## config.mk

```make
export PLATFORM = sky130hd
export DESIGN_NAME = csa_accum_seq
export DESIGN_NICKNAME = d
export VERILOG_FILES = /design/src/rtl/csa_pkg.sv /design/src/rtl/csa_accum_seq_row.sv /design/src/rtl/csa_accum_seq.sv
export SDC_FILE = /design/constraint.sdc
export NUM_CORES = 1
export LEC_CHECK = 0
export ABC_AREA = 1
export BUFFER_PORTS_ARGS = -buffer_cell sky130_fd_sc_hd__buf_2
export CORE_AREA = 2 2 79 81
export DETAILED_ROUTE_END_ITERATION = 12
export DIE_AREA = 0 0 81 83
export PLACE_DENSITY = 0.83
export SETUP_SLACK_MARGIN = 0.15
export SLEW_MARGIN = 0
export SYNTH_ARGS = -nofsm -noshare
export SYNTH_HDL_FRONTEND = slang
export SYNTH_SLANG_ARGS = --single-unit
```

## constraint.sdc

```tcl
create_clock -name clk -period 4.95 [get_ports clk]
set_clock_uncertainty 0.2 [all_clocks]
set_input_delay 0.2475 -clock clk [delete_from_list [all_inputs] [get_ports clk]]
set_output_delay 0.2475 -clock clk [all_outputs]
set_load 0.05 [all_outputs]
```

## src/rtl/csa_pkg.sv

```systemverilog
// ----------------------------------------------------------------------------
// csa_pkg
//   Shared types and width helpers for the carry-save accumulator.
//   - csa_state_e   : accumulator sequencing states.
//   - guard_bits    : extra high-order bits that hold MAX_TERMS operands
//                     without losing the signed overflow information.
//   - resolve_width : width of the internal registers, which is also the
//                     number of bit-serial resolve cycles.
//   Optional feature macro: CSA_ACCUM_OVF_EN (adds guard bits to the
//   internal datapath and enables overflow detection).
// ----------------------------------------------------------------------------
package csa_pkg;

    typedef enum logic [1:0] {
        ACCUM   = 2'd0,
        RESOLVE = 2'd1,
        OUTPUT  = 2'd2
    } csa_state_e;

    function automatic int guard_bits(input int max_terms);
        return $clog2(max_terms);
    endfunction

    function automatic int resolve_width(input int width, input int max_terms);
`ifdef CSA_ACCUM_OVF_EN
        return width + guard_bits(max_terms);
`else
        // Without guard bits the extra term is unused; the sum only wraps.
        return width + 0 * max_terms;
`endif
    endfunction

endpackage

```

## src/rtl/csa_accum_seq_row.sv

```systemverilog
// ----------------------------------------------------------------------------
// full_adder / csa_row
//   full_adder : single-bit full adder.
//     a, b, cin  - input bits
//     sum, cout  - sum and carry-out bits
//   csa_row    : one 3:2 compressor row built from N full adders.
//     a, b, c [N-1:0] - three operand vectors
//     sum     [N-1:0] - bitwise sum (a ^ b ^ c)
//     carry   [N-1:0] - bitwise majority, NOT shifted; the caller applies
//                       the one-place left shift.
// ----------------------------------------------------------------------------
module full_adder (
    input  logic a,
    input  logic b,
    input  logic cin,
    output logic sum,
    output logic cout
);

    assign sum  = a ^ b ^ cin;
    assign cout = (a & b) | (a & cin) | (b & cin);

endmodule

module csa_row #(
    parameter int N = 16
) (
    input  logic [N-1:0] a,
    input  logic [N-1:0] b,
    input  logic [N-1:0] c,
    output logic [N-1:0] sum,
    output logic [N-1:0] carry
);

    for (genvar i = 0; i < N; i++) begin : g_fa
        full_adder u_fa (
            .a    (a[i]),
            .b    (b[i]),
            .cin  (c[i]),
            .sum  (sum[i]),
            .cout (carry[i])
        );
    end

endmodule

```

## src/rtl/csa_accum_seq.sv

```systemverilog
// ----------------------------------------------------------------------------
// csa_accum_seq
//   Sequenced multi-operand accumulator. Operands arriving on the input
//   handshake are folded into carry-save registers (one 3:2 row per beat).
//   After the last operand the redundant pair is resolved LSB-first through
//   one shared full adder, and the binary result is offered on the output
//   handshake.
//
//   Handshakes: a transfer happens on a rising clk edge where valid and ready
//   are both high. in_ready is high only in ACCUM; out_valid is high only in
//   OUTPUT, and out_data/out_ovf hold steady until out_ready is seen high.
//
//   Ports:
//     clk, rst_n            - clock, asynchronous active-low reset
//     in_valid/in_ready     - operand handshake
//     in_data [WIDTH-1:0]   - operand (unsigned or two's complement)
//     in_last               - marks final operand of a sum
//     out_valid/out_ready   - result handshake
//     out_data [WIDTH-1:0]  - resolved sum, modulo 2^WIDTH
//     out_ovf               - signed overflow (0 unless CSA_ACCUM_OVF_EN)
//     busy                  - high while resolving or presenting a result
//
//   Optional feature macro: CSA_ACCUM_OVF_EN.
// ----------------------------------------------------------------------------
module csa_accum_seq
    import csa_pkg::*;
#(
    parameter int WIDTH     = 16,
    parameter int MAX_TERMS = 8
) (
    input  logic             clk,
    input  logic             rst_n,
    input  logic             in_valid,
    output logic             in_ready,
    input  logic [WIDTH-1:0] in_data,
    input  logic             in_last,
    output logic             out_valid,
    input  logic             out_ready,
    output logic [WIDTH-1:0] out_data,
    output logic             out_ovf,
    output logic             busy
);

    localparam int RW = resolve_width(WIDTH, MAX_TERMS);
    localparam int CW = $clog2(MAX_TERMS + 1);
    localparam int BW = $clog2(RW + 1);

    csa_state_e    state_q, state_d;
    logic [RW-1:0] s_q, s_d;
    logic [RW-1:0] c_q, c_d;
    logic [RW-1:0] res_q, res_d;
    logic [CW-1:0] cnt_q, cnt_d;
    logic [BW-1:0] bit_q, bit_d;
    logic          sc_q, sc_d;

    logic [RW-1:0] d_ext;
    logic [RW-1:0] row_sum;
    logic [RW-1:0] row_carry;
    logic          fa_sum;
    logic          fa_cout;

`ifdef CSA_ACCUM_OVF_EN
    localparam int G = guard_bits(MAX_TERMS);
    // Sign-extend so two's complement operands accumulate correctly in
    // the guard bits.
    assign d_ext = {{G{in_data[WIDTH-1]}}, in_data};
`else
    assign d_ext = in_data;
`endif

    csa_row #(
        .N (RW)
    ) u_row (
        .a     (s_q),
        .b     (c_q),
        .c     (d_ext),
        .sum   (row_sum),
        .carry (row_carry)
    );

    // Shared bit-serial resolver: LSBs of sum and carry plus the running carry.
    full_adder u_fa (
        .a    (s_q[0]),
        .b    (c_q[0]),
        .cin  (sc_q),
        .sum  (fa_sum),
        .cout (fa_cout)
    );

    always_comb begin
        state_d = state_q;
        s_d     = s_q;
        c_d     = c_q;
        res_d   = res_q;
        cnt_d   = cnt_q;
        bit_d   = bit_q;
        sc_d    = sc_q;
        case (state_q)
            ACCUM: begin
                if (in_valid) begin
                    s_d   = row_sum;
                    // Carry weight is one bit higher; the MSB carry is dropped
                    // (modulo arithmetic).
                    c_d   = {row_carry[RW-2:0], 1'b0};
                    cnt_d = cnt_q + CW'(1);
                    if (in_last || (cnt_q == CW'(MAX_TERMS - 1))) begin
                        state_d = RESOLVE;
                        bit_d   = '0;
                        sc_d    = 1'b0;
                    end
                end
            end
            RESOLVE: begin
                // Result fills from the MSB end, so after RW shifts bit 0 of
                // the sum sits at res_q[0].
                res_d = {fa_sum, res_q[RW-1:1]};
                s_d   = s_q >> 1;
                c_d   = c_q >> 1;
                sc_d  = fa_cout;
                bit_d = bit_q + BW'(1);
                if (bit_q == BW'(RW - 1)) begin
                    state_d = OUTPUT;
                end
            end
            OUTPUT: begin
                if (out_ready) begin
                    s_d     = '0;
                    c_d     = '0;
                    cnt_d   = '0;
                    res_d   = '0;
                    state_d = ACCUM;
                end
            end
            default: begin
                state_d = ACCUM;
            end
        endcase
    end

    always_ff @(posedge clk or negedge rst_n) begin
        if (!rst_n) begin
            state_q <= ACCUM;
            s_q     <= '0;
            c_q     <= '0;
            res_q   <= '0;
            cnt_q   <= '0;
            bit_q   <= '0;
            sc_q    <= 1'b0;
        end else begin
            state_q <= state_d;
            s_q     <= s_d;
            c_q     <= c_d;
            res_q   <= res_d;
            cnt_q   <= cnt_d;
            bit_q   <= bit_d;
            sc_q    <= sc_d;
        end
    end

    assign in_ready  = (state_q == ACCUM);
    assign out_valid = (state_q == OUTPUT);
    assign busy      = (state_q == RESOLVE) || (state_q == OUTPUT);
    assign out_data  = res_q[WIDTH-1:0];

`ifdef CSA_ACCUM_OVF_EN
    // Signed overflow: the guard bits and the result sign bit disagree.
    logic [G:0] top_bits;
    assign top_bits = res_q[RW-1:WIDTH-1];
    assign out_ovf  = out_valid && !((&top_bits) || (~|top_bits));
`else
    assign out_ovf  = 1'b0;
`endif

endmodule
```

==> impl_metrics.ini, run 1 <==
[placement]
post-dp-hpwl_um = 4340
place_congestion = 0.774
io_buffer_count = 39
dpl.cell_count = 507
dp_worst_setup_slack_ns = 2.14

[timing]
hold_viol_final = 0
postLayoutSetupSlackWorst_ns = 2.10
grt_setup_unrepaired = no
slew-limit-headroom_pct = 39.1
setup_violating_endpoint_count_in_the_final_report = 0
finalMaxSlewViolations = 0
period_share_pct = 57.5
worst-slew-pin-transition_ns = 0.912
setup_tns_ns = 0
final.min_clock_period_ns = 2.85
fmax_ghz = 0.351

[cts]
clk-insertion-delay-late_ns = 0.33
holdBufCountCts = 2
cts_tree = yes
post-cts-setup-buffer-count = 0
cts_repair_resize_count = 0
cts_buffer_depth = 2
clock_sinks = 60
h-tree-depth = 3
clk_pin_slew_worst_paths_ns = 0.07
clk_root_buffer_cell = sky130_fd_sc_hd__clkbuf_8
cts_buffers = 9

[final_layout]
layout-drive-gt1-share_pct = 17.6
syn2layout_area_growth_pct = 11.9
non_filler_instance_count_after_layout = 525
num_antenna_cells = 0
layout.nets = 489
finish.utilization_pct = 65.8

[critical_path]
startpoint_type = flip-flop
crit_fanout = 32
worst_r2r_path_depth = 7
crit-reg2reg-capture = s_q[7]
rrSetupSlack_ns = 2.10
crit-reg2reg-launch = state_q[0]
critPathArrivalTime_ns = 2.91
criticalPathCategory = reg -> reg
cp-end-kind = flip-flop
critPathRequiredTime_ns = 5.01

[global_routing]
first_global_vias = 2713
grt_first_pass_wirelength_um = 11800
grt_overflow_total = 0
grt_start_max_net_pins = 61
grt_antenna_before_repair = 0
grt_use_total_pct = 22.4

[logic_synthesis]
dominantRegCellSynth = sky130_fd_sc_hd__dfrtp_1
synth.area.top_cells = sky130_fd_sc_hd__dfrtp_1, sky130_fd_sc_hd__nand2_1, sky130_fd_sc_hd__fa_1, sky130_fd_sc_hd__inv_1, sky130_fd_sc_hd__o22ai_2
netlist.top_cell.by_area = sky130_fd_sc_hd__dfrtp_1
synth_seq_area_share_pct = 43.9
synth_enable_flop_cells = 0
synth_most_common_cell = sky130_fd_sc_hd__nand2_1
post_synth_instance_area_um2 = 3420
synthTopCellsByCount = sky130_fd_sc_hd__nand2_1, sky130_fd_sc_hd__dfrtp_1, sky130_fd_sc_hd__inv_1, sky130_fd_sc_hd__fa_1
synth_top_area_share_pct = 43.9
post_synth_num_cell_types = 30
avgSynthCellArea_um2 = 8.38
yosys_warnings = 0
postSynthNetCount = 452
ys_ff_latch = 60
share_of_async_settable_or_async_resettable_flops_after_synthesis_pct = 100
postSynthCellCount = 408

[floorplanning]
num_rows = 28
initial_cell_density_of_the_core_pct = 58.8
fp.coreArea_um2 = 5820
io_pins = 41
dieArea_um2 = 6720
die_width_um = 81
die_h_um = 83

[drt]
first_pass_iters = 4
final_wl_um = 6690
vias = 2678
post_drt_via_cell_ratio = 5.10
routedWlPerCell_um = 12.7
drt_iter0_drc = 147
final_antenna_net_count = 0
detail_route.drc_violations = 0

[hold_path]
whs_endpoint = out_data[0]
hold_path_depth = 4
worst_hold_path_type = in -> reg
min_from = out_ready

[power]
power_leakage_nw = 2.09
worst_ir_drop_vdd_v = 0.000380
powerDensity_nw_per_um2 = 680

[outcome]
outcome = finished clean

[run]
maxCapViolCount = 0
==> routing by layer <==
metal  track usage, %  routed length (µm)  vias to the layer above
met5                0                   0                        -
li1                 -                   -                     1336
met2             35.2                3170                       65
met3             4.57                 243                       19
met1             29.8                3100                     1258
met4             9.86                 181                        0
==> worst max-delay path: stages, from the launching register on <==
cell                      delay (ns)
sky130_fd_sc_hd__dfrtp_1        0.39
sky130_fd_sc_hd__inv_1          0.08
sky130_fd_sc_hd__ha_1           0.27
sky130_fd_sc_hd__nand2_1        0.34
sky130_fd_sc_hd__nand3_2        0.60
sky130_fd_sc_hd__inv_2          0.66
sky130_fd_sc_hd__nand2_1        0.13
sky130_fd_sc_hd__nand2_1        0.10
==> final cells by class <==
| class | instances | area (µm²) |
|---|---|---|
| clock inverter | 6 | 87.6 |
| sequential | 60 | 1500 |
| inverter | 40 | 150 |
| tap | 75 | 93.8 |
| multi-input combinational | 292 | 1630 |
| timing repair buffer | 42 | 223 |
| clock buffer | 10 | 138 |
| fill | 488 | 1990 |
==> sequential cells by signal, summed over array words and instances (netlist names) <==
signal,cells
c_q,16
out_data,16
s_q,16
bit_q,5
cnt_q,4
state_q,2
sc_q,1
==> placed cells by master (no fill, tap or decap), types with 2 or more instances in the layout <==
cell type                       instances
sky130_fd_sc_hd__o21ai_0                8
sky130_fd_sc_hd__fa_1                  16
sky130_fd_sc_hd__o22ai_2               10
sky130_fd_sc_hd__nand4_1               10
sky130_fd_sc_hd__nand3_1               10
sky130_fd_sc_hd__ha_1                   7
sky130_fd_sc_hd__buf_2                 39
sky130_fd_sc_hd__inv_1                 37
sky130_fd_sc_hd__dlygate4sd3_1          2
sky130_fd_sc_hd__o22ai_1                5
sky130_fd_sc_hd__bufinv_16              2
sky130_fd_sc_hd__inv_2                  3
sky130_fd_sc_hd__dfrtp_1               60
sky130_fd_sc_hd__o21ai_2                2
sky130_fd_sc_hd__nand3_2                2
sky130_fd_sc_hd__nand2_1              204
sky130_fd_sc_hd__nor2_1                 6
sky130_fd_sc_hd__clkbuf_8              10
sky130_fd_sc_hd__clkinvlp_4             3
sky130_fd_sc_hd__nand2_2                3
==> logic make-up after synthesis <==
family	after synthesis	synth area share, %
fa+ha+maj	23	11.9
simple gates	237	28.0
buf+inv	56	8.34
other cells	1	0.110
xor+xnor	1	0.256
flops	60	43.9
compound gates	30	7.50
==> how the worst max path moves through the flow <==
stage / from / end / slack [ns]
floorplan: state_q[0] / out_data[10] / 2.92
global placement: state_q[0] / s_q[14] / 2.19
detailed placement: state_q[0] / s_q[14] / 2.14
CTS: state_q[0] / s_q[7] / 2.12
global route: state_q[0] / s_q[7] / 1.86
finish: state_q[0] / s_q[7] / 2.10
==> report_power, final <==
| group | total (mW) | internal [mW] | switching [mW] | leakage [nW] |
|---|---|---|---|---|
| logic | 1.29 | 0.385 | 0.907 | 1.19 |
| registers | 0.815 | 0.667 | 0.147 | 0.798 |
| clock network | 0.497 | 0.296 | 0.201 | 0.105 |
| total | 2.60 | 1.35 | 1.26 | 2.09 |
==> through the flow <==
step / hold slack (ns) / area (µm²) / total power, mW
2_1_floorplan: -0.248 / 3420 / 1.90
3_3_place_gp: 0.247 / 3580 / 2.06
3_5_place_dp: 0.250 / 3580 / 2.10
4_1_cts: 0.0809 / 3830 / 2.61
5_1_grt: 0.141 / 3830 / 2.82
6_report: 0.0936 / 3830 / 2.60
Power figures use the tool's default switching activity.
==> run 2, diff against run 1 <==
--- a/config.mk
+++ b/config.mk
@@ -7,10 +7,10 @@
 export LEC_CHECK = 0
 export ABC_AREA = 1
 export BUFFER_PORTS_ARGS = -buffer_cell sky130_fd_sc_hd__buf_2
-export CORE_AREA = 2 2 79 81
+export CORE_AREA = 2 2 80 82
 export DETAILED_ROUTE_END_ITERATION = 12
-export DIE_AREA = 0 0 81 83
-export PLACE_DENSITY = 0.83
+export DIE_AREA = 0 0 82 84
+export PLACE_DENSITY = 0.81
 export SETUP_SLACK_MARGIN = 0.15
 export SLEW_MARGIN = 0
 export SYNTH_ARGS = -nofsm -noshare
==> constraint.sdc (replaced) <==
create_clock -name clk -period 2.8 [get_ports clk]
set_clock_uncertainty 0.2 [all_clocks]
set_input_delay 0.14 -clock clk [delete_from_list [all_inputs] [get_ports clk]]
set_output_delay 0.14 -clock clk [all_outputs]
set_load 0.05 [all_outputs]
==> run 2 against run 1 <==
Final cell count grew 1.3%. Largest cell class unchanged. Routed wire length is 2.8% higher. Critical path depth unchanged. First-iteration DRC count increased by 33%. Maximum frequency up 33%. Critical path type unchanged. Cell area grew 0.85%. Combinational power increased by 81%. Die area is 2.5% higher.
==> impl_metrics.ini, run 2 (same netlist as run 1, synthesis figures left out) <==
[critical_path]
startpoint_type = flip-flop
worst_r2r_path_depth = 7
crit-reg2reg-capture = c_q[4]
critPathArrivalTime_ns = 2.22
rrSetupSlack_ns = 0.66
crit_fanout = 31
cp-end-kind = flip-flop
critPathRequiredTime_ns = 2.88
crit-reg2reg-launch = state_q[0]
criticalPathCategory = reg -> reg

[timing]
final.min_clock_period_ns = 2.14
fmax_ghz = 0.466
slew-limit-headroom_pct = 32.4
setup_tns_ns = 0
hold_slack_ns = 0.0169
setup_violating_endpoint_count_in_the_final_report = 0
finalMaxSlewViolations = 0
hold_viol_final = 0
grt_setup_unrepaired = no
period_share_pct = 76.6
worst-slew-pin-transition_ns = 1.01

[global_routing]
first_global_vias = 2718
grt_use_total_pct = 22.8
grt_overflow_total = 0
grt_first_pass_wirelength_um = 12200
grt_antenna_before_repair = 0
grt_start_max_net_pins = 47

[hold_path]
hold_path_depth = 6
worst_hold_path_type = in -> reg
whs_endpoint = s_q[15]
min_from = in_data[15]

[drt]
post_drt_via_cell_ratio = 5.09
drt_iter0_drc = 196
final_wl_um = 6880
first_pass_iters = 4
final_antenna_net_count = 0
vias = 2710
routedWlPerCell_um = 12.9
detail_route.drc_violations = 0

[power]
powerDensity_nw_per_um2 = 1200
power.net_switching_mw = 2.24
comb_power_share_pct = 50.5
worst_ir_drop_vdd_v = 0.000761
power.clock.fraction_pct = 18.5
p_seq_share_pct = 31.0
switching_share_pct = 48.4
power_report.internal_total_mw = 2.39
power_leakage_nw = 2.12

[cts]
clock_sinks = 60
clk-insertion-delay-late_ns = 0.34
cts_buffers = 9
cts_buffer_depth = 2
h-tree-depth = 3
clk_pin_slew_worst_paths_ns = 0.07
clk_root_buffer_cell = sky130_fd_sc_hd__clkbuf_8
cts_tree = yes

[placement]
place_congestion = 0.742
io_buffer_count = 39
placedInstanceArea_um2 = 3610
post-dp-hpwl_um = 4610

[final_layout]
multi_input_area_um2 = 1630
n_fill_cell = 520
mostFrequentLayoutCell = sky130_fd_sc_hd__nand2_1
finish.utilization_pct = 63.3
syn2layout_area_growth_pct = 12.8
final_area_um2 = 3860
num_antenna_cells = 0
layout.nets = 494
area.sequential_um2 = 1500
layout.cells.most_common_list = sky130_fd_sc_hd__nand2_1, sky130_fd_sc_hd__dfrtp_1, sky130_fd_sc_hd__buf_2
layout-drive-gt1-share_pct = 18.2

[outcome]
outcome = finished clean

[floorplanning]
die_h_um = 84
io_pins = 41
fp.coreArea_um2 = 6100
die_width_um = 82
num_rows = 29
initial_cell_density_of_the_core_pct = 56.1
dieArea_um2 = 6890

[run]
maxCapViolCount = 0
==> run 2: cell count changes in the layout (fill, tap and decap cells not counted), sizes merged <==
| cell | change |
|---|---|
| clkinvlp | -2 |
| dlygate4sd3 | +1 |
| clkinv | +3 |
| buf | +4 |
| clkbuf | -1 |
==> run 2: worst max-delay path: stages (launching register included) <==
cell	delay [ns]
sky130_fd_sc_hd__dfrtp_1	0.39
sky130_fd_sc_hd__inv_1	0.08
sky130_fd_sc_hd__ha_1	0.27
sky130_fd_sc_hd__nand2_1	0.36
sky130_fd_sc_hd__nand3_2	0.13
sky130_fd_sc_hd__inv_2	0.42
sky130_fd_sc_hd__nand2_1	0.13
sky130_fd_sc_hd__nand2_1	0.09
==> run 2: layout make-up <==
type | instances | area share (%)
Clock inverter | 7 | 2.37
Tap cell | 77 | 2.50
Clock buffer | 9 | 3.21
Sequential cell | 60 | 38.9
Inverter | 40 | 3.89
Timing Repair Buffer | 47 | 6.81
Multi-Input combinational cell | 292 | 42.3
==> run 2: routing by layer <==
layer / wire length [µm] / share of wire (%) / track usage (%) / vias up
li1: - / - / - / 1351
met1: 3240 / 47 / 31.8 / 1281
met2: 3200 / 47 / 34.4 / 61
met3: 301 / 4.4 / 5.84 / 17
met4: 136 / 2.0 / 8.18 / 0
met5: 0 / 0 / 0 / -
==> run 2: metrics by stage <==
step / power, mW / worst slack [ns] / cells
6_report: 4.63 / 0.656 / 532
5_1_grt: 5.05 / 0.460 / 532
4_1_cts: 4.64 / 0.668 / 532
3_5_place_dp: 3.77 / 0.691 / 513
3_3_place_gp: 3.67 / 0.774 / 513
2_1_floorplan: 3.36 / 0.772 / 408
==> run 2: repair_timing <==
action,4_1_cts,5_1_grt
gates resized for setup,0,0
hold buffers,3,0
hold endpoints to repair,46,0
buffers inserted,0,0
==> run 2: worst max-delay path by stage <==
| stage | from | end | slack [ns] | cells past startpoint |
|---|---|---|---|---|
| 6_report | state_q[0] | c_q[4] | 0.66 | 7 |
| 4_1_cts | state_q[0] | s_q[14] | 0.67 | 7 |
| 3_3_place_gp | state_q[0] | s_q[14] | 0.77 | 7 |
| 2_1_floorplan | state_q[0] | out_data[10] | 0.77 | 6 |
| 5_1_grt | state_q[0] | s_q[14] | 0.46 | 7 |
| 3_5_place_dp | state_q[0] | s_q[14] | 0.69 | 7 |
==> run 2: power groups by stage <==
stage / sequential, mW / clock, mW / combinational, mW
global route: 1.49 / 0.903 / 2.66
global placement: 1.43 / 0 / 2.24
CTS: 1.44 / 0.864 / 2.34
finish: 1.44 / 0.856 / 2.34
detailed placement: 1.45 / 0 / 2.32
floorplan: 1.72 / 0 / 1.65
